[config.mk]
export PLATFORM = sky130hd
export DESIGN_NAME = lsu_ctrl
export DESIGN_NICKNAME = d
export VERILOG_FILES = /design/src/rtl/lsu_pkg.sv /design/src/rtl/lsu_align.sv /design/src/rtl/lsu_ctrl.sv
export SDC_FILE = /design/constraint.sdc
export NUM_CORES = 1
export LEC_CHECK = 0
export CORE_AREA = 2 2 213 152
export CTS_BUF_LIST = sky130_fd_sc_hd__clkbuf_8 sky130_fd_sc_hd__clkbuf_16
export CTS_CLUSTER_DIAMETER = 40
export DETAILED_ROUTE_END_ITERATION = 10
export DIE_AREA = 0 0 215 154
export SKIP_CTS_REPAIR_TIMING = 1
export SLEW_MARGIN = 20
export SYNTH_ARGS = -nofsm -noshare
export SYNTH_HDL_FRONTEND = slang
export SYNTH_SLANG_ARGS = --single-unit
[constraint.sdc]
create_clock -name clk -period 5.8 [get_ports clk]
set_clock_uncertainty 0.15 [all_clocks]
set_input_delay 0.87 -clock clk [delete_from_list [all_inputs] [get_ports clk]]
set_output_delay 0.87 -clock clk [all_outputs]
set_load 0.01 [all_outputs]
[src/rtl/lsu_pkg.sv]
// lsu_pkg: shared types and helpers for the load/store controller.
//   - lsu_state_t : controller FSM states
//   - F3_*        : RV32I funct3 width/sign encodings
//   - size_decode : access size in bytes (1, 2, 4) or 0 for an illegal code
package lsu_pkg;

  typedef enum logic [2:0] {
    IDLE   = 3'd0,
    FIRST  = 3'd1,
    SECOND = 3'd2,
    DONE   = 3'd3,
    ERR    = 3'd4
  } lsu_state_t;

  localparam logic [2:0] F3_B  = 3'b000;
  localparam logic [2:0] F3_H  = 3'b001;
  localparam logic [2:0] F3_W  = 3'b010;
  localparam logic [2:0] F3_BU = 3'b100;
  localparam logic [2:0] F3_HU = 3'b101;

  // Unsigned variants exist only for loads, so a store with BU/HU is illegal.
  function automatic logic [2:0] size_decode(input logic store, input logic [2:0] funct3);
    logic [2:0] size;
    size = 3'd0;
    case (funct3)
      F3_B:    size = 3'd1;
      F3_H:    size = 3'd2;
      F3_W:    size = 3'd4;
      F3_BU:   size = store ? 3'd0 : 3'd1;
      F3_HU:   size = store ? 3'd0 : 3'd2;
      default: size = 3'd0;
    endcase
    return size;
  endfunction

endpackage

[src/rtl/lsu_align.sv]
// lsu_align: combinational byte-lane logic for the load/store controller.
//   off, size      : byte offset within the first word and access size in bytes
//   load_unsigned  : 1 = zero-extend loads, 0 = sign-extend
//   wdata          : right-justified store data
//   lo, hi         : first and second memory words read for a load
//   bytemask       : 8-bit lane mask spanning both words (low nibble = first word)
//   wdata_lo/hi    : store data positioned for the first/second word
//   load_data      : extracted and extended load result
module lsu_align (
  input  logic [1:0]  off,
  input  logic [2:0]  size,
  input  logic        load_unsigned,
  input  logic [31:0] wdata,
  input  logic [31:0] lo,
  input  logic [31:0] hi,
  output logic [7:0]  bytemask,
  output logic [31:0] wdata_lo,
  output logic [31:0] wdata_hi,
  output logic [31:0] load_data
);

  logic [3:0]  first_lane;
  logic [3:0]  end_lane;
  logic [63:0] wdata_shifted;
  logic [63:0] rdata_shifted;
  logic        sign_bit;

  assign first_lane = {2'b00, off};
  assign end_lane   = first_lane + {1'b0, size};

  // Lane gi is written when it falls inside [off, off + size).
  genvar gi;
  generate
    for (gi = 0; gi < 8; gi++) begin : g_mask
      assign bytemask[gi] = (4'(gi) >= first_lane) && (4'(gi) < end_lane);
    end
  endgenerate

  // Full store word is shifted; unused lanes are masked off by bytemask.
  assign wdata_shifted = {32'b0, wdata} << {off, 3'b000};
  assign wdata_lo      = wdata_shifted[31:0];
  assign wdata_hi      = wdata_shifted[63:32];

  assign rdata_shifted = {hi, lo} >> {off, 3'b000};

  always_comb begin
    load_data = rdata_shifted[31:0];
    sign_bit  = 1'b0;
    case (size)
      3'd1: begin
        sign_bit  = ~load_unsigned & rdata_shifted[7];
        load_data = {{24{sign_bit}}, rdata_shifted[7:0]};
      end
      3'd2: begin
        sign_bit  = ~load_unsigned & rdata_shifted[15];
        load_data = {{16{sign_bit}}, rdata_shifted[15:0]};
      end
      default: load_data = rdata_shifted[31:0];
    endcase
  end

endmodule

[src/rtl/lsu_ctrl.sv]
// lsu_ctrl: one-at-a-time load/store controller in front of a byte-enabled,
// combinational-read data memory. Misaligned accesses are split into two
// word accesses.
//   clk, rst                     : clock, asynchronous active-high reset
//   req_valid/req_ready          : request handshake (ready only when idle)
//   req_store, req_funct3        : store/load select and RV32I width code
//   req_addr, req_wdata          : byte address and right-justified store data
//   mem_addr, mem_wdata, mem_we  : word address, lane-positioned data, byte enables
//   mem_rdata                    : read data for mem_addr
//   resp_valid, resp_rdata, resp_err : one-cycle completion with load result / error
module lsu_ctrl
  import lsu_pkg::*;
(
  input  logic        clk,
  input  logic        rst,
  input  logic        req_valid,
  output logic        req_ready,
  input  logic        req_store,
  input  logic [2:0]  req_funct3,
  input  logic [31:0] req_addr,
  input  logic [31:0] req_wdata,
  output logic [31:0] mem_addr,
  output logic [31:0] mem_wdata,
  output logic [3:0]  mem_we,
  input  logic [31:0] mem_rdata,
  output logic        resp_valid,
  output logic [31:0] resp_rdata,
  output logic        resp_err
);

  lsu_state_t  state_reg, state_next;
  logic        store_reg;
  logic        unsigned_reg;
  logic [31:0] addr_reg;
  logic [31:0] wdata_reg;
  logic [2:0]  size_reg;
  logic        cross_reg;
  logic [31:0] lo_reg;
  logic [31:0] hi_reg;

  logic        accept;
  logic [2:0]  req_size;
  logic        req_cross;
  logic [31:0] word_addr;
  logic [7:0]  bytemask;
  logic [31:0] wdata_lo;
  logic [31:0] wdata_hi;
  logic [31:0] load_data;

  assign accept    = req_valid && (state_reg == IDLE);
  assign req_size  = size_decode(req_store, req_funct3);
  assign req_cross = ({2'b00, req_addr[1:0]} + {1'b0, req_size}) > 4'd4;
  assign word_addr = {addr_reg[31:2], 2'b00};

  // Stale hi from an earlier crossing access must not leak into this result.
  lsu_align u_align (
    .off           (addr_reg[1:0]),
    .size          (size_reg),
    .load_unsigned (unsigned_reg),
    .wdata         (wdata_reg),
    .lo            (lo_reg),
    .hi            (cross_reg ? hi_reg : 32'h0),
    .bytemask      (bytemask),
    .wdata_lo      (wdata_lo),
    .wdata_hi      (wdata_hi),
    .load_data     (load_data)
  );

  always_ff @(posedge clk or posedge rst) begin
    if (rst) begin
      state_reg    <= IDLE;
      store_reg    <= 1'b0;
      unsigned_reg <= 1'b0;
      addr_reg     <= 32'h0;
      wdata_reg    <= 32'h0;
      size_reg     <= 3'd0;
      cross_reg    <= 1'b0;
      lo_reg       <= 32'h0;
      hi_reg       <= 32'h0;
    end else begin
      state_reg <= state_next;
      if (accept) begin
        store_reg    <= req_store;
        unsigned_reg <= req_funct3[2];
        addr_reg     <= req_addr;
        wdata_reg    <= req_wdata;
        size_reg     <= req_size;
        cross_reg    <= req_cross;
      end
      if (state_reg == FIRST && !store_reg) begin
        lo_reg <= mem_rdata;
      end
      if (state_reg == SECOND && !store_reg) begin
        hi_reg <= mem_rdata;
      end
    end
  end

  always_comb begin
    state_next = state_reg;
    req_ready  = 1'b0;
    mem_addr   = 32'h0;
    mem_wdata  = 32'h0;
    mem_we     = 4'b0000;
    resp_valid = 1'b0;
    resp_rdata = 32'h0;
    resp_err   = 1'b0;
    case (state_reg)
      IDLE: begin
        req_ready = 1'b1;
        if (accept) begin
          state_next = (req_size == 3'd0) ? ERR : FIRST;
        end
      end
      FIRST: begin
        mem_addr = word_addr;
        if (store_reg) begin
          mem_we    = bytemask[3:0];
          mem_wdata = wdata_lo;
        end
        state_next = cross_reg ? SECOND : DONE;
      end
      SECOND: begin
        // Wraps past 0xFFFFFFFC to word 0.
        mem_addr = word_addr + 32'd4;
        if (store_reg) begin
          mem_we    = bytemask[7:4];
          mem_wdata = wdata_hi;
        end
        state_next = DONE;
      end
      DONE: begin
        resp_valid = 1'b1;
        resp_rdata = store_reg ? 32'h0 : load_data;
        state_next = IDLE;
      end
      ERR: begin
        resp_valid = 1'b1;
        resp_err   = 1'b1;
        state_next = IDLE;
      end
      default: state_next = IDLE;
    endcase
  end

endmodule

==> results of run 1 <==
## cell usage after synthesis, drive strengths merged (10+ instances only)
master	count	area share
a31oi	10	0.0078
a21oi	49	0.032
and3	11	0.0086
nand3	26	0.016
nor2	60	0.031
nand2	258	0.12
mux2i	63	0.079
clkbuf	52	0.024
nand4	15	0.012
a211oi	24	0.023
and2	10	0.0078
o22ai	18	0.014
o21ai	53	0.033
dfrtp	129	0.40
inv	10	0.0047
mux2	58	0.082
buf	18	0.014
## power by group
group          switching, mW  internal, mW  total, mW
clock                  0.468         0.659       1.13
combinational           1.57          1.43       3.00
sequential             0.593          1.35       1.94
total                   2.64          3.44       6.07
## logic make-up (layout without fill, tap and decap cells)
group,count (synthesis),in the layout
AND/OR/NAND/NOR,408,408
AO/OA/AOI/OAI,186,186
buffers and inverters,81,260
multiplexers,122,122
XOR/XNOR,4,4
other,1,3
flip-flops,129,129
adder cells (fa/ha/maj),8,8
## layout by cell type (no fill, tap or decap), types with 10 or more instances in the layout
cell / Yosys / layout
nor2_2: 10 / 12
clkbuf_16: 0 / 17
a211oi_1: 24 / 24
and3_1: 11 / 11
a31oi_1: 10 / 10
clkdlybuf4s50_1: 0 / 203
mux2i_1: 63 / 63
o21ai_0: 53 / 53
nand3_1: 26 / 26
dfrtp_1: 129 / 127
nand2_1: 258 / 257
mux2_2: 58 / 58
a21oi_1: 47 / 47
nor2_1: 50 / 48
o22ai_1: 18 / 18
nand4_1: 15 / 15
buf_4: 2 / 13
## metal layers
metal / up-vias / global-route usage / share of wire
li1: 3629 / - / -
met1: 3664 / 0.242 / 0.49
met2: 241 / 0.253 / 0.43
met3: 23 / 0.0449 / 0.062
met4: 0 / 0.0381 / 0.011
met5: - / 0 / 0
## worst paths after layout
path / start / to / slack, ns / cells after the start
max: state_reg[0] / mem_we[0] / 1.07 / 7
min: addr_reg[31] / addr_reg[31] / 0.35 / 2
max reg2reg: state_reg[2] / addr_reg[20] / 3.22 / 5
min reg2reg: addr_reg[31] / addr_reg[31] / 0.35 / 2
max in group asynchronous: rst / wdata_reg[22] / 3.71 / 4
min in group asynchronous: rst / addr_reg[2] / 0.65 / 2
## area by class of cell
class / instances / area share
Multi-Input combinational cell: 730 / 0.403
Sequential cell: 129 / 0.294
Timing Repair Buffer: 217 / 0.196
Tap cell: 420 / 0.0478
Clock buffer: 18 / 0.0399
Clock inverter: 14 / 0.0152
Inverter: 11 / 0.00421
Antenna cell: 1 / 0.000228
## metrics by stage
step | std cells | setup slack, ns | utilization | cell area [µm²] | power, mW
floorplan | 940 | 1.34 | - | 7990 | 3.81
global placement | 1506 | 1.68 | 0.335 | 10400 | 4.90
detailed placement | 1506 | 1.56 | 0.335 | 10400 | 4.94
CTS | 1538 | 1.09 | 0.354 | 11000 | 6.11
global route | 1539 | 0.812 | 0.355 | 11000 | 6.53
finish | 1540 | 1.07 | 0.355 | 11000 | 6.07
## worst min-delay path, delay by kind of cell (launching register included)
family,cells,cell delay [ns]
DFF,1,0.35
and+or+nand+nor,2,0.12
==> run summary, run 1 <==
Status = complete, no violations
Static leakage = 4.55 nW
Detailed placer's ending HPWL = 19900 µm
Initial antenna violation count = 1
Max Fclk = 0.211 GHz
Period minus WS final = 4.73 ns
Register area share after synthesis = 0.404
Starting density of the core = 0.258
Boundary Pins = 206
Layout area overhead = 37.7%
Clock sinks = 129
Unrepaired setup endpoints after global routing = no
Max-cap violations = 0
Syn_area_per_cell = 8.51 µm²
Post-Syn Area = 0.00799 mm²
VDD IR max = 195 µV
DRT antenna net count = 0
Worst hold path class = reg -> reg
YS warnings = 0
TritonCTS clock tree = done
DRC Markers = 0
Mux contribution to synthesized area = 0.164
Initial DRT Pass Iterations = 7
Final Hold Fails = 0
Largest net degree at the start of global routing = 102
Combined area of the multi-input logic cells = 0.00443 mm²
FFs w/ async S/R, synth = 1.00
GPL Wtd Cong = 0.867
Pwr per Cell Area = 552 mW/mm²
CP Class = reg -> out
Post-Synth Adder-Cell Area = 0.0141
Layout Nets = 1216
FP Rows = 54
Final period util = 0.816
Root Buffer = clkbuf_16
CP Launch Type = flop
Critical Path Fanout Max = 26
Die Wd = 215 µm
EDFF count, synth = 0
Core Box Area = 0.0309 mm²
CTS Buf Count = 17
DRT iter0 DRCs = 623
Vias in the first global route = 7452
Synth Area in Simple Gates = 0.224
Main combinational cell family by area after synthesis = simple AND/OR/NAND/NOR gates
Maximum root-to-sink buffer count = 2
Rel. slew slack = 0.352
CP max stage cell = nor2_1
Top Family by Delay on Critical Path = simple AND/OR/NAND/NOR gates
Slew Viols, Final = 0
Hold slack final = 0.352 ns
Die H = 154 µm
Worst-path clk slew = 0.06 ns
H-tree levels = 4
Setup Viol. Count Final = 0
DR WL/cell = 18.1 µm
Synth unique cells = 56
GRT Total Usage = 0.169
Port bufs = 203
CP arrival = 3.71 ns
Crit path buf inv count = 2
Vias per std cell = 4.91
Filler cells = 3233
CP required = 4.78 ns
Yosys reg bits = 129
Clock Latency Late Sink = 0.42 ns
First-pass GRT wire length = 43700 µm
Slew @ Worst Pin = 0.969 ns
Final wirelength = 27900 µm
Sequential cell area = 0.00323 mm²
Setup_tns = 0 ns
Grt ovf = 0
Critical path cell sequence = nor3b_2 > buf_4 > nand3_1 > nor2_1 > a211oi_1 > a21oi_1 > clkdlybuf4s50_1
Delay of the slowest critical-path stage = 0.89 ns
Via count = 7557
Cells after Synth = 939
Top FF cell, synth = dfrtp_1
Full die area = 0.0331 mm²
Compound-Gate Fraction of Synth Area = 0.145
Critical Path End Type = output pin
Share of cells above drive strength 1 = 0.122
Area share of xor/xnor cells in the synthesized design = 0.00439
Note: power is estimated with default switching activity, not from simulation.
==> run 2: changes to the inputs <==
clock period = 3.8 ns   (was 5.8 ns; I/O delays follow)
==> run summary, run 2 (same netlist as run 1, synthesis figures left out) <==
Status = complete, no violations (unchanged)
FP Rows = 54 (unchanged)
Delay of the slowest critical-path stage = 0.63 ns (was 0.89 ns)
Critical Path Fanout Max = 6 (was 26)
Maximum root-to-sink buffer count = 2 (unchanged)
Vias per std cell = 4.95 (was 4.91)
GRT Total Usage = 0.174 (was 0.169)
Clock sinks = 129 (unchanged)
DRT iter0 DRCs = 622 (was 623)
Clock Latency Late Sink = 0.42 ns (about the same)
Slew @ Worst Pin = 0.670 ns (was 0.969 ns)
Layout Cells excl Fill = 1561 (was 1540)
Critical path cell sequence = ha_2 > nand4_1 > nor4_4 > nand3_1 > o41ai_1 > clkdlybuf4s50_1 (was nor3b_2 > buf_4 > nand3_1 > nor2_1 > a211oi_1 > a21oi_1 > clkdlybuf4s50_1)
DRT antenna net count = 0 (unchanged)
Rel. slew slack = 0.553 (was 0.352)
Detailed placer's ending HPWL = 20300 µm (was 19900 µm)
Die Wd = 215 µm (unchanged)
Full die area = 0.0331 mm² (unchanged)
Layout area overhead = 40.5% (was 37.7%)
Unrepaired setup endpoints after global routing = yes (was no)
Filler cells = 3183 (was 3233)
Worst-path clk slew = 0.07 ns (was 0.06 ns)
H-tree levels = 4 (unchanged)
Starting density of the core = 0.258 (unchanged)
First-pass GRT wire length = 45000 µm (was 43700 µm)
Most common cell after layout, fill and taps aside = nand2_1 (unchanged)
Worst hold path class = in -> async (was reg -> reg)
Setup_tns = 0 ns (unchanged)
Critical Path End Type = output pin (unchanged)
CP Class = reg -> out (unchanged)
Pwr per Cell Area = 844 mW/mm² (was 552 mW/mm²)
Final Hold Fails = 0 (unchanged)
Layout Nets = 1237 (was 1216)
DRC Markers = 0 (unchanged)
Share of cells above drive strength 1 = 0.146 (was 0.122)
Port bufs = 203 (unchanged)
Max Fclk = 0.270 GHz
Boundary Pins = 206 (unchanged)
Final wirelength = 28600 µm (was 27900 µm)
Final period util = 0.975
Initial DRT Pass Iterations = 5 (was 7)
CP arrival = 2.98 ns (was 3.71 ns)
CTS Buf Count = 17 (unchanged)
CP max stage cell = clkdlybuf4s50_1 (was nor2_1)
Max-cap violations = 0 (unchanged)
Die H = 154 µm (unchanged)
Hold slack final = 0.308 ns (was 0.352 ns)
Final core utilization = 0.363 (was 0.355)
Reg-to-reg critical path startpoint = state_reg[1] (was state_reg[2])
Vias in the first global route = 7672 (was 7452)
Root Buffer = clkbuf_16 (unchanged)
Largest net degree at the start of global routing = 77 (was 102)
TritonCTS clock tree = done (unchanged)
Slew Viols, Final = 0 (unchanged)
Grt ovf = 0 (unchanged)
Via count = 7734 (was 7557)
Most frequent cells in the layout = nand2_1, clkdlybuf4s50_1, dfrtp_1 (unchanged)
CP Launch Type = flop (unchanged)
Crit path buf inv count = 1 (was 2)
Setup Viol. Count Final = 0 (unchanged)
Crit path from = addr_reg[3] (was state_reg[0])
CP required = 3.08 ns (was 4.78 ns)
Initial antenna violation count = 2 (was 1)
Overall power = 9.47 mW (was 6.07 mW)
Core Box Area = 0.0309 mm² (unchanged)
DR WL/cell = 18.3 µm (was 18.1 µm)
Inst Count DP = 1524 (was 1506)
Period minus WS final = 3.70 ns
Static leakage = 4.70 nW (was 4.55 nW)
VDD IR max = 313 µV (was 195 µV)
GPL Wtd Cong = 0.849 (was 0.867)
Top Family by Delay on Critical Path = simple AND/OR/NAND/NOR gates (unchanged)
## run 2: worst paths after layout
kind,to,slack (ns),cells after the start
setup reg to reg,hi_reg[14],1.49,4
hold / removal,addr_reg[19],0.31,2
setup / recovery,mem_addr[30],0.1,6
hold reg to reg,lo_reg[1],0.35,1
min in group clk,lo_reg[1],0.35,1
max in group asynchronous,lo_reg[22],2.48,3
## run 2: cell type report
type / count / area [µm²] / share of cell area
Clock inverter: 15 / 171 / 0.0153
Sequential cell: 129 / 3240 / 0.288
Timing Repair Buffer: 238 / 2330 / 0.207
Clock buffer: 17 / 425 / 0.0379
Multi-Input combinational cell: 730 / 4490 / 0.400
Inverter: 11 / 45.0 / 0.00401
Tap cell: 420 / 526 / 0.0468
Antenna cell: 1 / 2.50 / 0.000223
## run 2: worst register-to-register path, delay by kind of cell (launching register included)
family	cells	cell delay (ns)
multiplexers	1	0.41
flip-flops	1	0.54
buffers and inverters	1	0.36
AND/OR/NAND/NOR	2	0.74
## run 2: through the flow
step	setup slack (ns)	instance area [µm²]
after floorplan	1.05	8000
after global placement	0.392	10500
after detailed placement	0.339	10500
after CTS	-0.147	11100
after global routing	-0.00825	11200
final	0.0967	11200
## run 2: routing by layer
| metal | wire, µm | part of all wire | GRT usage | vias to the layer above |
|---|---|---|---|---|
| met1 | 14000 | 0.49 | 0.252 | 3761 |
| met4 | 394 | 0.014 | 0.0473 | 2 |
| met5 | 13 | 0.00046 | 0 | - |
| li1 | - | - | - | 3667 |
| met3 | 1750 | 0.061 | 0.0417 | 29 |
| met2 | 12400 | 0.44 | 0.256 | 275 |
## run 2: report_power, final
part,internal [mW],switching [mW]
sequential,2.06,0.790
combinational,2.30,2.61
clock,0.986,0.726
total,5.35,4.12
==> run 3: changes to the inputs <==
SLEW_MARGIN = 5   (was 20)
==> results of run 3 <==
Same layout as run 2: the final DEF is identical, and so are final timing and power.
